### src/rtl/seq_pkg.sv
// Shared definitions for the converter start-up / hand-over / shutdown sequencer.
package seq_pkg;

  typedef enum logic [2:0] {
    IDLE      = 3'd0,
    SOFTSTART = 3'd1,
    HANDOVER  = 3'd2,
    RUN       = 3'd3,
    STOP      = 3'd4,
    FAULT     = 3'd5
  } seq_state_t;

  // Bit positions inside the latched fault code
  localparam int FLT_ADA = 0;
  localparam int FLT_ADB = 1;
  localparam int FLT_HO  = 2;

  function automatic int imax(input int a, input int b);
    return (a > b) ? a : b;
  endfunction

  // States in which the bridge switches and the ADC flags are monitored
  function automatic logic is_active(input seq_state_t s);
    return (s == SOFTSTART) || (s == HANDOVER) || (s == RUN);
  endfunction

endpackage

### src/rtl/ol_carrier.sv
// Open-loop carrier: square wave with a half-period of CLK_DIV_OL clocks.
// restart forces counter 0 and carrier high on the next edge. carrier_next
// is the value the carrier will take after the coming edge, so the owner can
// register it into its own output flop without adding a clock of latency.
module ol_carrier #(
  parameter int CLK_DIV_OL = 1000
) (
  input  logic clk,
  input  logic restart,
  output logic carrier,
  output logic carrier_next,
  output logic period_done
);

  localparam int CW = $clog2(CLK_DIV_OL) + 1;

  logic [CW-1:0] cnt_reg;
  logic          carrier_reg;
  logic          wrap;

  assign wrap         = (cnt_reg >= CW'(CLK_DIV_OL - 1));
  assign carrier      = carrier_reg;
  assign carrier_next = restart ? 1'b1 : (carrier_reg ^ wrap);
  // A low-to-high toggle completes one full carrier period
  assign period_done  = !restart && wrap && !carrier_reg;

  // Half-period counter with carrier toggle on wrap
  always_ff @(posedge clk) begin
    if (restart) begin
      cnt_reg     <= '0;
      carrier_reg <= 1'b1;
    end else begin
      carrier_reg <= carrier_reg ^ wrap;
      cnt_reg     <= wrap ? '0 : cnt_reg + CW'(1);
    end
  end

endmodule

### src/rtl/converter_sequencer.sv
// Resonant converter sequencer: soft-start on an open-loop carrier, glitch-free
// hand-over to the closed-loop sigma, orderly stop, latched faults.
// Optional build macro SEQ_OR_FILTER_EN: ADC out-of-range flags must stay high
// for OR_FILTER consecutive clocks before they trip (otherwise one clock trips).
module converter_sequencer
  import seq_pkg::*;
#(
  parameter int CLK_DIV_OL        = 1000,
  parameter int SOFTSTART_PERIODS = 256,
  parameter int HANDOVER_TMO      = 4096,
  parameter int STOP_CYCLES       = 200,
  parameter int OR_FILTER         = 16
) (
  input  logic       i_clock,
  input  logic       i_RESET,
  input  logic       i_enable,
  input  logic       i_sigma_cl,
  input  logic       i_ada_or,
  input  logic       i_adb_or,
  input  logic       i_fault_clear,
  output logic       o_sigma,
  output logic       o_gate_en,
  output logic [2:0] o_state,
  output logic       o_fault,
  output logic [2:0] o_fault_code
);

  localparam int MAXP = imax(imax(imax(SOFTSTART_PERIODS, HANDOVER_TMO),
                                  imax(STOP_CYCLES, OR_FILTER)), CLK_DIV_OL);
  localparam int CW = $clog2(MAXP) + 1;
  localparam logic [CW-1:0] CNT_MAX = '1;

  // True when the counter is on its last clock before reaching limit
  function automatic logic at_last(input logic [CW-1:0] cnt, input int limit);
    return (int'(cnt) + 1) >= limit;
  endfunction

  seq_state_t    state_reg, state_next;
  logic [CW-1:0] period_cnt_reg, period_cnt_next;
  logic [CW-1:0] dwell_cnt_reg, dwell_cnt_next;
  logic          sigma_reg, sigma_next;
  logic          gate_en_reg, gate_en_next;
  logic          fault_reg, fault_next;
  logic [2:0]    code_reg, code_next;
  logic          carrier, carrier_next, period_done, restart;
  logic          active, trip;
  logic [1:0]    or_flag, or_trip;

  // Carrier restarts whenever the bridge is not running open-loop
  assign restart = i_RESET || !((state_reg == SOFTSTART) || (state_reg == HANDOVER));
  assign active  = is_active(state_reg);
  assign or_flag = {i_adb_or, i_ada_or};
  assign trip    = |or_trip;

  ol_carrier #(.CLK_DIV_OL(CLK_DIV_OL)) u_carrier (
    .clk          (i_clock),
    .restart      (restart),
    .carrier      (carrier),
    .carrier_next (carrier_next),
    .period_done  (period_done)
  );

  generate
    for (genvar gi = 0; gi < 2; gi++) begin : g_or
`ifdef SEQ_OR_FILTER_EN
      logic [CW-1:0] run_reg;
      // Consecutive out-of-range clocks, only while monitored
      always_ff @(posedge i_clock) begin
        if (i_RESET || !active || !or_flag[gi]) run_reg <= '0;
        else if (run_reg != CNT_MAX)            run_reg <= run_reg + CW'(1);
      end
      assign or_trip[gi] = active && or_flag[gi] && at_last(run_reg, OR_FILTER);
`else
      assign or_trip[gi] = active && or_flag[gi];
`endif
    end
  endgenerate

  // Next state, counters and registered output values
  always_comb begin
    state_next      = state_reg;
    code_next       = code_reg;
    period_cnt_next = '0;
    dwell_cnt_next  = '0;
    gate_en_next    = 1'b0;
    sigma_next      = 1'b0;
    fault_next      = 1'b0;

    case (state_reg)
      IDLE:
        if (i_enable) state_next = SOFTSTART;
      SOFTSTART, HANDOVER, RUN: begin
        if (trip) begin
          state_next         = FAULT;
          code_next[FLT_ADA] = or_trip[FLT_ADA];
          code_next[FLT_ADB] = or_trip[FLT_ADB];
        end else if (!i_enable) begin
          state_next = STOP;
        end else if (state_reg == SOFTSTART) begin
          if (period_done && at_last(period_cnt_reg, SOFTSTART_PERIODS))
            state_next = HANDOVER;
        end else if (state_reg == HANDOVER) begin
          // Equal values make the switch-over invisible on o_sigma
          if (i_sigma_cl == carrier) begin
            state_next = RUN;
          end else if (at_last(dwell_cnt_reg, HANDOVER_TMO)) begin
            state_next        = FAULT;
            code_next[FLT_HO] = 1'b1;
          end
        end
      end
      STOP:
        if (at_last(dwell_cnt_reg, STOP_CYCLES)) state_next = IDLE;
      FAULT:
        if (i_fault_clear && !i_enable) begin
          state_next = IDLE;
          code_next  = '0;
        end
      default:
        state_next = IDLE;
    endcase

    if (state_reg == SOFTSTART)
      period_cnt_next = (period_done && period_cnt_reg != CNT_MAX)
                        ? period_cnt_reg + CW'(1) : period_cnt_reg;

    if (state_next == state_reg && dwell_cnt_reg != CNT_MAX)
      dwell_cnt_next = dwell_cnt_reg + CW'(1);
    else if (state_next == state_reg)
      dwell_cnt_next = dwell_cnt_reg;

    gate_en_next = is_active(state_next);
    fault_next   = (state_next == FAULT);
    case (state_next)
      SOFTSTART, HANDOVER: sigma_next = carrier_next;
      RUN:                 sigma_next = i_sigma_cl;
      default:             sigma_next = 1'b0;
    endcase
  end

  // State and output registers
  always_ff @(posedge i_clock) begin
    if (i_RESET) begin
      state_reg      <= IDLE;
      period_cnt_reg <= '0;
      dwell_cnt_reg  <= '0;
      sigma_reg      <= 1'b0;
      gate_en_reg    <= 1'b0;
      fault_reg      <= 1'b0;
      code_reg       <= '0;
    end else begin
      state_reg      <= state_next;
      period_cnt_reg <= period_cnt_next;
      dwell_cnt_reg  <= dwell_cnt_next;
      sigma_reg      <= sigma_next;
      gate_en_reg    <= gate_en_next;
      fault_reg      <= fault_next;
      code_reg       <= code_next;
    end
  end

  assign o_state      = state_reg;
  assign o_sigma      = sigma_reg;
  assign o_gate_en    = gate_en_reg;
  assign o_fault      = fault_reg;
  assign o_fault_code = code_reg;

endmodule

### config.mk
export PLATFORM = sky130hd
export DESIGN_NAME = converter_sequencer
export DESIGN_NICKNAME = d
export VERILOG_FILES = /design/src/rtl/seq_pkg.sv /design/src/rtl/ol_carrier.sv /design/src/rtl/converter_sequencer.sv
export SDC_FILE = /design/constraint.sdc
export NUM_CORES = 1
export LEC_CHECK = 0
export ABC_AREA = 1
export CAP_MARGIN = 20
export CORE_MARGIN = 5
export CORE_UTILIZATION = 30
export DETAILED_ROUTE_END_ITERATION = 10
export MAX_ROUTING_LAYER = met4
export PLACE_DENSITY = 0.45
export SETUP_SLACK_MARGIN = 0.15
export SLEW_MARGIN = 20
export SYNTH_ARGS = -nofsm -noshare
export SYNTH_HDL_FRONTEND = slang
export SYNTH_SLANG_ARGS = --single-unit
### constraint.sdc
create_clock -name i_clock -period 2.5 [get_ports i_clock]
set_input_delay 0.5 -clock i_clock [delete_from_list [all_inputs] [get_ports i_clock]]
set_output_delay 0.5 -clock i_clock [all_outputs]
set_load 0.1 [all_outputs]
; ---- Yosys cells after proc, flatten, opt, wreduce, memory -nomap -nowiden
; Index checks and enable logic that the tools add are counted.
[word_totals]
out_inout_bits = 9
ff_bits = 47
input_bits = 7
wordCells = 93
[classes]
magnitude_cmp = 4
addsub = 5
muxes = 24
bitwise_logic = 2
n_eq_ne = 22
n_reduce_logical = 26
[ops]
columns = cell, count
row1 = $mux 3, 11
row2 = $ge 32x14->1 const B, 1
row3 = $add 13x1->14 const B, 2
row4 = $add 13x1->13 const B, 2
row5 = $mux 13, 2
row6 = $ne 13x13->1 const B, 2
row7 = $ne 2x2->1 const B, 8
row8 = $ge 14x8->1 const B, 1
row9 = $ge 14x9->1 const B, 1
row10 = $eq 3x2->1 const B, 4
row11 = $pmux 3 s4, 1
row12 = $add 11x1->11 const B, 1
row13 = $ge 11x10->1 const B, 1
row14 = $eq 3x3->1 const B, 3
row15 = $logic_and 1x1->1, 8
row16 = $reduce_and 8->1, 1
row17 = $reduce_or 2->1, 4
row18 = $mux 1, 7
row19 = $eq 3x1->1 const B, 2
row20 = $pmux 3 s2, 1
row21 = $logic_or 1x1->1, 5
row22 = $logic_not 1->1, 4
row23 = $eq 3x3->1, 1
row24 = $logic_not 3->1, 1
row25 = 9 further kinds, 9

; ---- Longest topological paths before layout
; Gate-level depths: netlist of the first run.
[logic_depth]
word_depth = 16
mapped_depth = 18
ltp_nobuf = 18

; ---- By module
; From an unflattened synthesis of the first run, not the netlist that was laid out.
[unflattened]
cells_unflattened = 387
hier_area_um2 = 2647.5
[by_module_without_submodules]
columns = module, area_per_inst_um2, n_inst, cells_each
row1 = converter_sequencer, 2047.0, 1, 310
row2 = ol_carrier, 600.6, 1, 77

; ---- Least setup slack after synthesis of the first run
; Ideal clock, no wire load.
[synth_path]
path_kind = reg2reg
start = register state_reg[1] (netlist: o_state[1])
end = register dwell_cnt_reg[9]
setup_ns = 0.079
synth_period_minus_slack_ns = 2.674
arrival_ns = 2.595
path_slack_ns = -0.174
path_stages_with_launch = 15
path_cell_list = dfxtp_1 > inv_1 > nor2_4 > nand3_1 > nand2_4 > nand3_4 > nor2_2 > nand2_2 > nand2_4 > nand2_2 > nand2_1 > nand3_2 > nor2_4 > nand2_4 > a211oi_2
[synth_via]
elab_chain_len = 16
word_cells_on_any_way = 33
cone_classes = eq/ne: 7 / mux: 12 / reduce/logical: 14
[synth_lines]
columns = element, line
row1 = "start, declared", converter_sequencer.sv:38  ; seq_state_t state_reg, state_next;
row2 = "start signal, assigned", converter_sequencer.sv:152  ; state_reg <= state_next;
row3 = $eq 3x1->1 or $eq 3x2->1 (tied branches), --
row4 = $logic_or 1x1->1, "seq_pkg.sv:24, converter_sequencer.sv:50"
row5 = $logic_not 1->1, converter_sequencer.sv:50  ; assign restart = i_RESET || !((state_reg == SOFTSTART) || (state_reg == HANDOVER));
row6 = $logic_or 1x1->1, converter_sequencer.sv:50
row7 = $logic_not 1->1, ol_carrier.sv:25  ; assign period_done = !restart && wrap && !carrier_reg;
row8 = $logic_and 1x1->1 (2 in series), ol_carrier.sv:25
row9 = $logic_and 1x1->1, converter_sequencer.sv:100  ; if (period_done && at_last(period_cnt_reg, SOFTSTART_PERIODS))
row10 = $mux 3, converter_sequencer.sv:100
row11 = $mux 3, converter_sequencer.sv:99  ; end else if (state_reg == SOFTSTART) begin
row12 = $mux 3, converter_sequencer.sv:97  ; end else if (!i_enable) begin
row13 = $mux 3, converter_sequencer.sv:93  ; if (trip) begin
row14 = $pmux 3 s4, converter_sequencer.sv:89  ; case (state_reg)
row15 = $eq 3x3->1 *, "converter_sequencer.sv:127, converter_sequencer.sv:129"
row16 = $logic_and 1x1->1, converter_sequencer.sv:127  ; if (state_next == state_reg && dwell_cnt_reg != CNT_MAX)
row17 = $ne 2x1->1 (no line) or $mux 13 (tied branches), --
row18 = "end signal, assigned", converter_sequencer.sv:154  ; dwell_cnt_reg <= dwell_cnt_next;
row19 = "end, declared", converter_sequencer.sv:40  ; logic [CW-1:0] dwell_cnt_reg, dwell_cnt_next;
; Mark *: on every way between the ends. The rest lies on a longest branch, timed or not.
; A chain may end at the register's enable or synchronous reset.

; ---- Worst setup path after layout of the first run
[layout_path]
start = register dwell_cnt_reg[0]
end = register dwell_cnt_reg[4]
[layout_via]
elab_chain_len = 12
word_cells_on_any_way = 17
cone_classes = add/sub: 2 / order compare: 2 / eq/ne: 3 / mux: 9 / reduce/logical: 1
[layout_lines]
columns = element, line
row1 = $add 13x1->14, converter_sequencer.sv:35  ; return (int'(cnt) + 1) >= limit;
row2 = $ge 32x14->1, converter_sequencer.sv:35
row3 = $mux 3, converter_sequencer.sv:106  ; end else if (at_last(dwell_cnt_reg, HANDOVER_TMO)) begin
row4 = $mux 3, converter_sequencer.sv:104  ; if (i_sigma_cl == carrier) begin
row5 = $mux 3, converter_sequencer.sv:102  ; end else if (state_reg == HANDOVER) begin
row6 = $mux 3, converter_sequencer.sv:99
row7 = $mux 3, converter_sequencer.sv:97
row8 = $mux 3, converter_sequencer.sv:93
row9 = $pmux 3 s4, converter_sequencer.sv:89
row10 = $eq 3x3->1, "converter_sequencer.sv:127, converter_sequencer.sv:129"
row11 = $logic_and 1x1->1, converter_sequencer.sv:127
row12 = $ne 2x1->1 (no line) or $mux 13 (tied branches), --
; Parallel ways exist; a longest one is shown, timed or not.

==> results_dict.tcl, run 1 <==
set metrics [dict create \
    cts_tree "yes" \
    routed_wl_um 6500 \
    hold_depth 1 \
    postSynthAreaPerCell_um2 6.88 \
    grt_pass1_vias 2470 \
    netlist_instances 390 \
    area_delta_synth_final_pct 25.0 \
    cts.clk_slew.worst_paths_ns 0.09 \
    final_common_cell "nand2_1" \
    drt-wirelength-per-cell_um 12.1 \
    hold_viol 0 \
    drive_above_1_share_pct 27.9 \
    pwr-share-seq_pct 46.9 \
    cts-buffers-inserted 5 \
    skew_ns 0.0108 \
    yosysWarnings 0 \
    coreArea_mm2 0.00872 \
    track_usage_pct 12.7 \
    ant_nets 0 \
    rsz0062_at_grt "true" \
    r2r_end "dwell_cnt_reg[4]" \
    p_total_mw 1.67 \
    synth_seq_cells 47 \
    ioPinCount 16 \
    max_freq_mhz 461 \
    setup_viol_count_final 0 \
    clock_sinks 47 \
    cts_hold_buf 0 \
    max_cap_viol_count 0 \
    power.static_leakage_nw 1.31 \
    min_period_ns 2.17 \
    clkPwrFrac_pct 35.0 \
    grt_max_degree 19 \
    peakVddDrop_uv 227 \
    rrSetupSlack_ns 0.33 \
    syn_area_mm2 0.00269 \
    overflow 0 \
    register_area_um2 965 \
    n_fill_cell 908 \
    vias 2524 \
    final_nets 440 \
    p_sw_mw 0.482 \
    pwr-share-comb_pct 18.1 \
    power-per-cell-area_mw_per_mm2 496 \
    dieHeight_um 105 \
    start_util_pct 30.8 \
    row_count 34 \
    antenna_found_initial 0 \
    drv_slew 0 \
    drtIter0Drc 66 \
    crit_type "register to register" \
    min_path_type "register to register" \
    fin_tns_setup_ns 0 \
    synth_top_area_share_pct 35.0 \
    max-clock-path-buffers 2 \
    post-route-drc-count 0 \
    ys_seq_area_share_pct 35.0 \
    multi_input_area_mm2 0.00167 \
    htree_num_levels 2 \
    p_sw_share_pct 28.9 \
    arrival_ns 2.39 \
    critical_path.startpoint_type "register" \
    cp.required_ns 2.72 \
    grt_pass1_wl_um 11500 \
    drtPass1Iterations 4 \
    die_x_um 105 \
    clkLatencyLatePin_ns 0.30 \
    reg2reg_from "dwell_cnt_reg[0]" \
    yosysUniqueCellTypes 35 \
    path_max_fanout 8 \
    final_cell_mix "nand2_1 (84), nor2_1 (52), inv_1 (41)" \
    hold_end "u_carrier.cnt_reg[0]" \
    num_antenna_cells 0 \
    fin_crit_sh_pct 86.8 \
    dieArea_mm2 0.0109 \
    r2r_cells 13 \
    min_from "u_carrier.cnt_reg[0]" \
    via_per_inst 4.69 \
    synthTopCellsByArea "dfxtp_1 (35%), nand2_1 (13%), nor2_1 (7.8%), inv_1 (6.0%), nand3_1 (4.3%)" \
    yosysTopAreaCell "dfxtp_1" \
    synth_nets 401 \
    root_buffer "clkbuf_8" \
    endpoint_kind "register" \
    power.internal_mw 1.18 \
    status "finished clean" \
    dp_hpwl_um 5010 \
    place.port_buffers 15 \
    place.gp.congestion 0.886 \
]
## synthesized netlist by cell type (all sizes together)
cell,instances
a211oi,5
a21oi,19
a31oi,2
and3,3
buf,1
clkbuf,2
clkinv,1
conb,1
dfxtp,47
ha,4
inv,48
nand2,102
nand3,29
nand3b,2
nand4,13
nor2,70
nor3,11
nor3b,3
nor4,1
o211ai,4
o21ai,9
o21bai,1
or2,1
xnor2,4
xor2,7
## layer usage
layer | GRT usage (%) | wire [um] | up-vias
met5 | - | 0 | -
met4 | 3.11 | 42 | 0
met3 | 2.16 | 206 | 4
met2 | 21.4 | 3150 | 44
met1 | 15.9 | 3110 | 1139
li1 | - | - | 1337
## power by group through the flow
stage	clock network [mW]	logic (mW)	registers [mW]
floorplan	0	0.121	0.878
global placement	0	0.284	0.797
detailed placement	0	0.281	0.797
CTS	0.614	0.283	0.780
global route	0.650	0.328	0.786
finish	0.583	0.302	0.782
## how the worst max path moves through the flow
stage	start	end	slack, ns	cells past startpoint
after global placement	i_RESET	dwell_cnt_reg[10]	0.06	14
after global routing	dwell_cnt_reg[0]	dwell_cnt_reg[7]	0.13	14
final	dwell_cnt_reg[0]	dwell_cnt_reg[4]	0.33	13
after floorplan	o_state[1]	dwell_cnt_reg[9]	0.25	14
after detailed placement	i_RESET	dwell_cnt_reg[0]	-0.01	16
after CTS	period_cnt_reg[0]	dwell_cnt_reg[0]	0.19	17
## what timing repair did
item,in CTS,in global routing
setup buffers,0,8
pin swaps,0,20
resized for setup,1,47
endpoints found under the setup margin,7,15
cloned,0,0
## final cells by class
type / count / area share (%)
inverter: 49 / 5.48
sequential: 47 / 28.7
timing repair buffer: 35 / 8.57
clock inverter: 2 / 1.04
tap: 108 / 4.03
clock buffer: 6 / 2.46
multi-input combinational: 291 / 49.7
## stage by stage
stage	cells	worst slack [ns]	hold WS (ns)	util, %	area [um^2]
detailed placement	522	-0.0126	0.444	34.7	3030
CTS	530	0.192	0.457	36.1	3150
global placement	522	0.0580	0.435	34.7	3030
global route	538	0.130	0.457	38.5	3360
finish	538	0.331	0.422	38.5	3360
floorplan	390	0.254	0.418	-	2690
## critical path, cell delays in order (launching register included)
cell	delay, ns
dfxtp_4	0.38
ha_4	0.14
inv_2	0.05
nor2_4	0.17
nand4_1	0.18
nand3_2	0.12
nand4_1	0.13
nand2_2	0.13
nand2_4	0.06
nand3_1	0.08
nand3_2	0.09
nor2_4	0.25
nand2_4	0.14
a211oi_2	0.16
## kinds of logic (layout without fill, tap and decap cells)
family                   count (synthesis)  count (layout)  share of synthesized area [%]
AO/OA/AOI/OAI                           40              40                           9.69
flip-flops                              47              47                           35.0
XOR/XNOR                                11              11                           3.59
adder cells (fa/ha/maj)                  4               4                           1.86
other                                    1               1                          0.140
AND/OR/NAND/NOR                        235             235                           42.4
buffers and inverters                   52              92                           7.32
Power figures use the tool's default switching activity.
==> run 2, diff against run 1 <==
Settings changed: SETUP_SLACK_MARGIN 0.15 to 0.02.
==> run 2 against run 1 <==
Critical path type unchanged. Utilization is 1.8 points lower. Combinational power shrank 4%. Highest routed layer unchanged. Global-route usage stayed put. Cell count down 0.93%. Worst hold slack improved by 0.034 ns. Wire length is 1.3% lower. Count of clock-buffer cells in the layout stayed put.
==> results_dict.tcl, run 2 (synthesis gave the netlist of run 1 again) <==
set metrics [dict create \
    num_antenna_cells 0 \
    overflow 0 \
    coreArea_mm2 0.00872 \
    dp.cells 522 \
    max_cap_viol_count 0 \
    die_x_um 105 \
    via_per_inst 4.68 \
    power.internal_mw 1.18 \
    max_freq_mhz 447 \
    routed-wl-met2_um 3090 \
    cp_cell_sequence "ha_1 -> inv_1 -> nor2_4 -> nand4_1 -> nand3_2 -> nand4_1 -> nand2_1 -> nand2_4 -> nand3_1 -> nand3_2 -> nor2_4 -> nand2_4 -> a211oi_2" \
    root_buffer "clkbuf_8" \
    p_sw_share_pct 28.8 \
    cts_tree "yes" \
    ioPinCount 16 \
    dp_hpwl_um 5010 \
    routed_wl_um 6420 \
    p_total_mw 1.65 \
    start_util_pct 30.8 \
    place.port_buffers 15 \
    r2r_cells 13 \
    met1Wirelength_um 3080 \
    cp.required_ns 2.73 \
    area_delta_synth_final_pct 19.2 \
    finalNonFillerCells 533 \
    track_usage_pct 12.7 \
    clkLatencyLatePin_ns 0.30 \
    wl_met3_um 192 \
    r2r_end "dwell_cnt_reg[4]" \
    row_count 34 \
    arrival_ns 2.46 \
    crit_buf_inv 1 \
    cts_hold_buf 0 \
    htree_num_levels 2 \
    crit_start "dwell_cnt_reg[0]" \
    fin_tns_setup_ns 0 \
    rrSetupSlack_ns 0.26 \
    drtIter0Drc 59 \
    rsz0062_at_grt "false" \
    ant_nets 0 \
    dieArea_mm2 0.0109 \
    drive_above_1_share_pct 20.2 \
    power.static_leakage_nw 1.26 \
    cp-endpoint "dwell_cnt_reg[4]" \
    final_cell_mix "nand2_1 (92), nor2_1 (54), inv_1 (43)" \
    max-clock-path-buffers 2 \
    post-place-ws_ns -0.0126 \
    max_stage_delay_ns 0.35 \
    dpl_cell_area_mm2 0.00303 \
    grt_pass1_vias 2477 \
    antenna_found_initial 0 \
    path_max_fanout 8 \
    drv_slew 0 \
    worst_hold_slack_ns 0.456 \
    skew_ns 0.0113 \
    clkPwrFrac_pct 35.4 \
    cpMaxStageDelayCell "dfxtp_1" \
    power-per-cell-area_mw_per_mm2 517 \
    pwr-share-comb_pct 17.5 \
    vias 2495 \
    setup_viol_count_final 0 \
    critical_path.startpoint_type "register" \
    grt_max_degree 19 \
    crit_family "simple AND/OR/NAND/NOR gates" \
    peakVddDrop_uv 231 \
    clock_sinks 47 \
    highest_layer "met4" \
    post-route-drc-count 0 \
    hold_viol 0 \
    reg2reg_from "dwell_cnt_reg[0]" \
    cts.clk_slew.worst_paths_ns 0.09 \
    grt_pass1_wl_um 11500 \
    endpoint_kind "register" \
    place.gp.congestion 0.886 \
    fin_area_mm2 0.00320 \
    cts-buffers-inserted 5 \
    final_common_cell "nand2_1" \
    cp.depth 13 \
    fin_crit_sh_pct 89.4 \
    min_period_ns 2.24 \
    crit_type "register to register" \
    drtPass1Iterations 4 \
    fin_util_pct 36.7 \
    p_sw_mw 0.477 \
    dieHeight_um 105 \
    layout_setup_ws_ns 0.264 \
    min_path_type "register to register" \
    drt-wirelength-per-cell_um 12.0 \
    status "finished clean" \
    final_nets 435 \
    pwr-share-seq_pct 47.1 \
]
==> run 2: area by class of cell <==
type	instances	area [um^2]
fill	925	5520
multi-input combinational	291	1580
sequential	47	947
timing repair buffer	30	240
inverter	49	184
tap	108	135
clock buffer	6	82.6
clock inverter	2	35.0
==> run 2: timing repair <==
| item | in CTS | in global routing |
|---|---|---|
| setup endpoints to repair | 0 | 15 |
| buffers inserted | 0 | 3 |
| resized for setup | 0 | 9 |
==> run 2: layer usage <==
layer	vias up	GRT usage, %
met5	-	-
met4	0	3.29
met3	6	2.16
met2	37	21.4
met1	1122	15.8
li1	1330	-
==> run 2: worst min path at each step <==
stage | from | end | slack [ns] | depth (start not counted)
detailed placement | u_carrier.cnt_reg[0] | u_carrier.cnt_reg[0] | 0.44 | 1
global route | o_fault_code[1] | o_fault_code[1] | 0.49 | 2
floorplan | u_carrier.cnt_reg[0] | u_carrier.cnt_reg[0] | 0.42 | 1
finish | u_carrier.cnt_reg[0] | u_carrier.cnt_reg[0] | 0.46 | 1
global placement | u_carrier.cnt_reg[0] | u_carrier.cnt_reg[0] | 0.44 | 1
CTS | u_carrier.cnt_reg[0] | u_carrier.cnt_reg[0] | 0.46 | 1
==> run 2: power by group through the flow <==
stage	clock (mW)	combinational [mW]	sequential, mW
2_1_floorplan	0	0.121	0.878
3_5_place_dp	0	0.281	0.797
3_3_place_gp	0	0.284	0.797
5_1_grt	0.647	0.316	0.783
4_1_cts	0.614	0.282	0.780
6_report	0.586	0.289	0.779
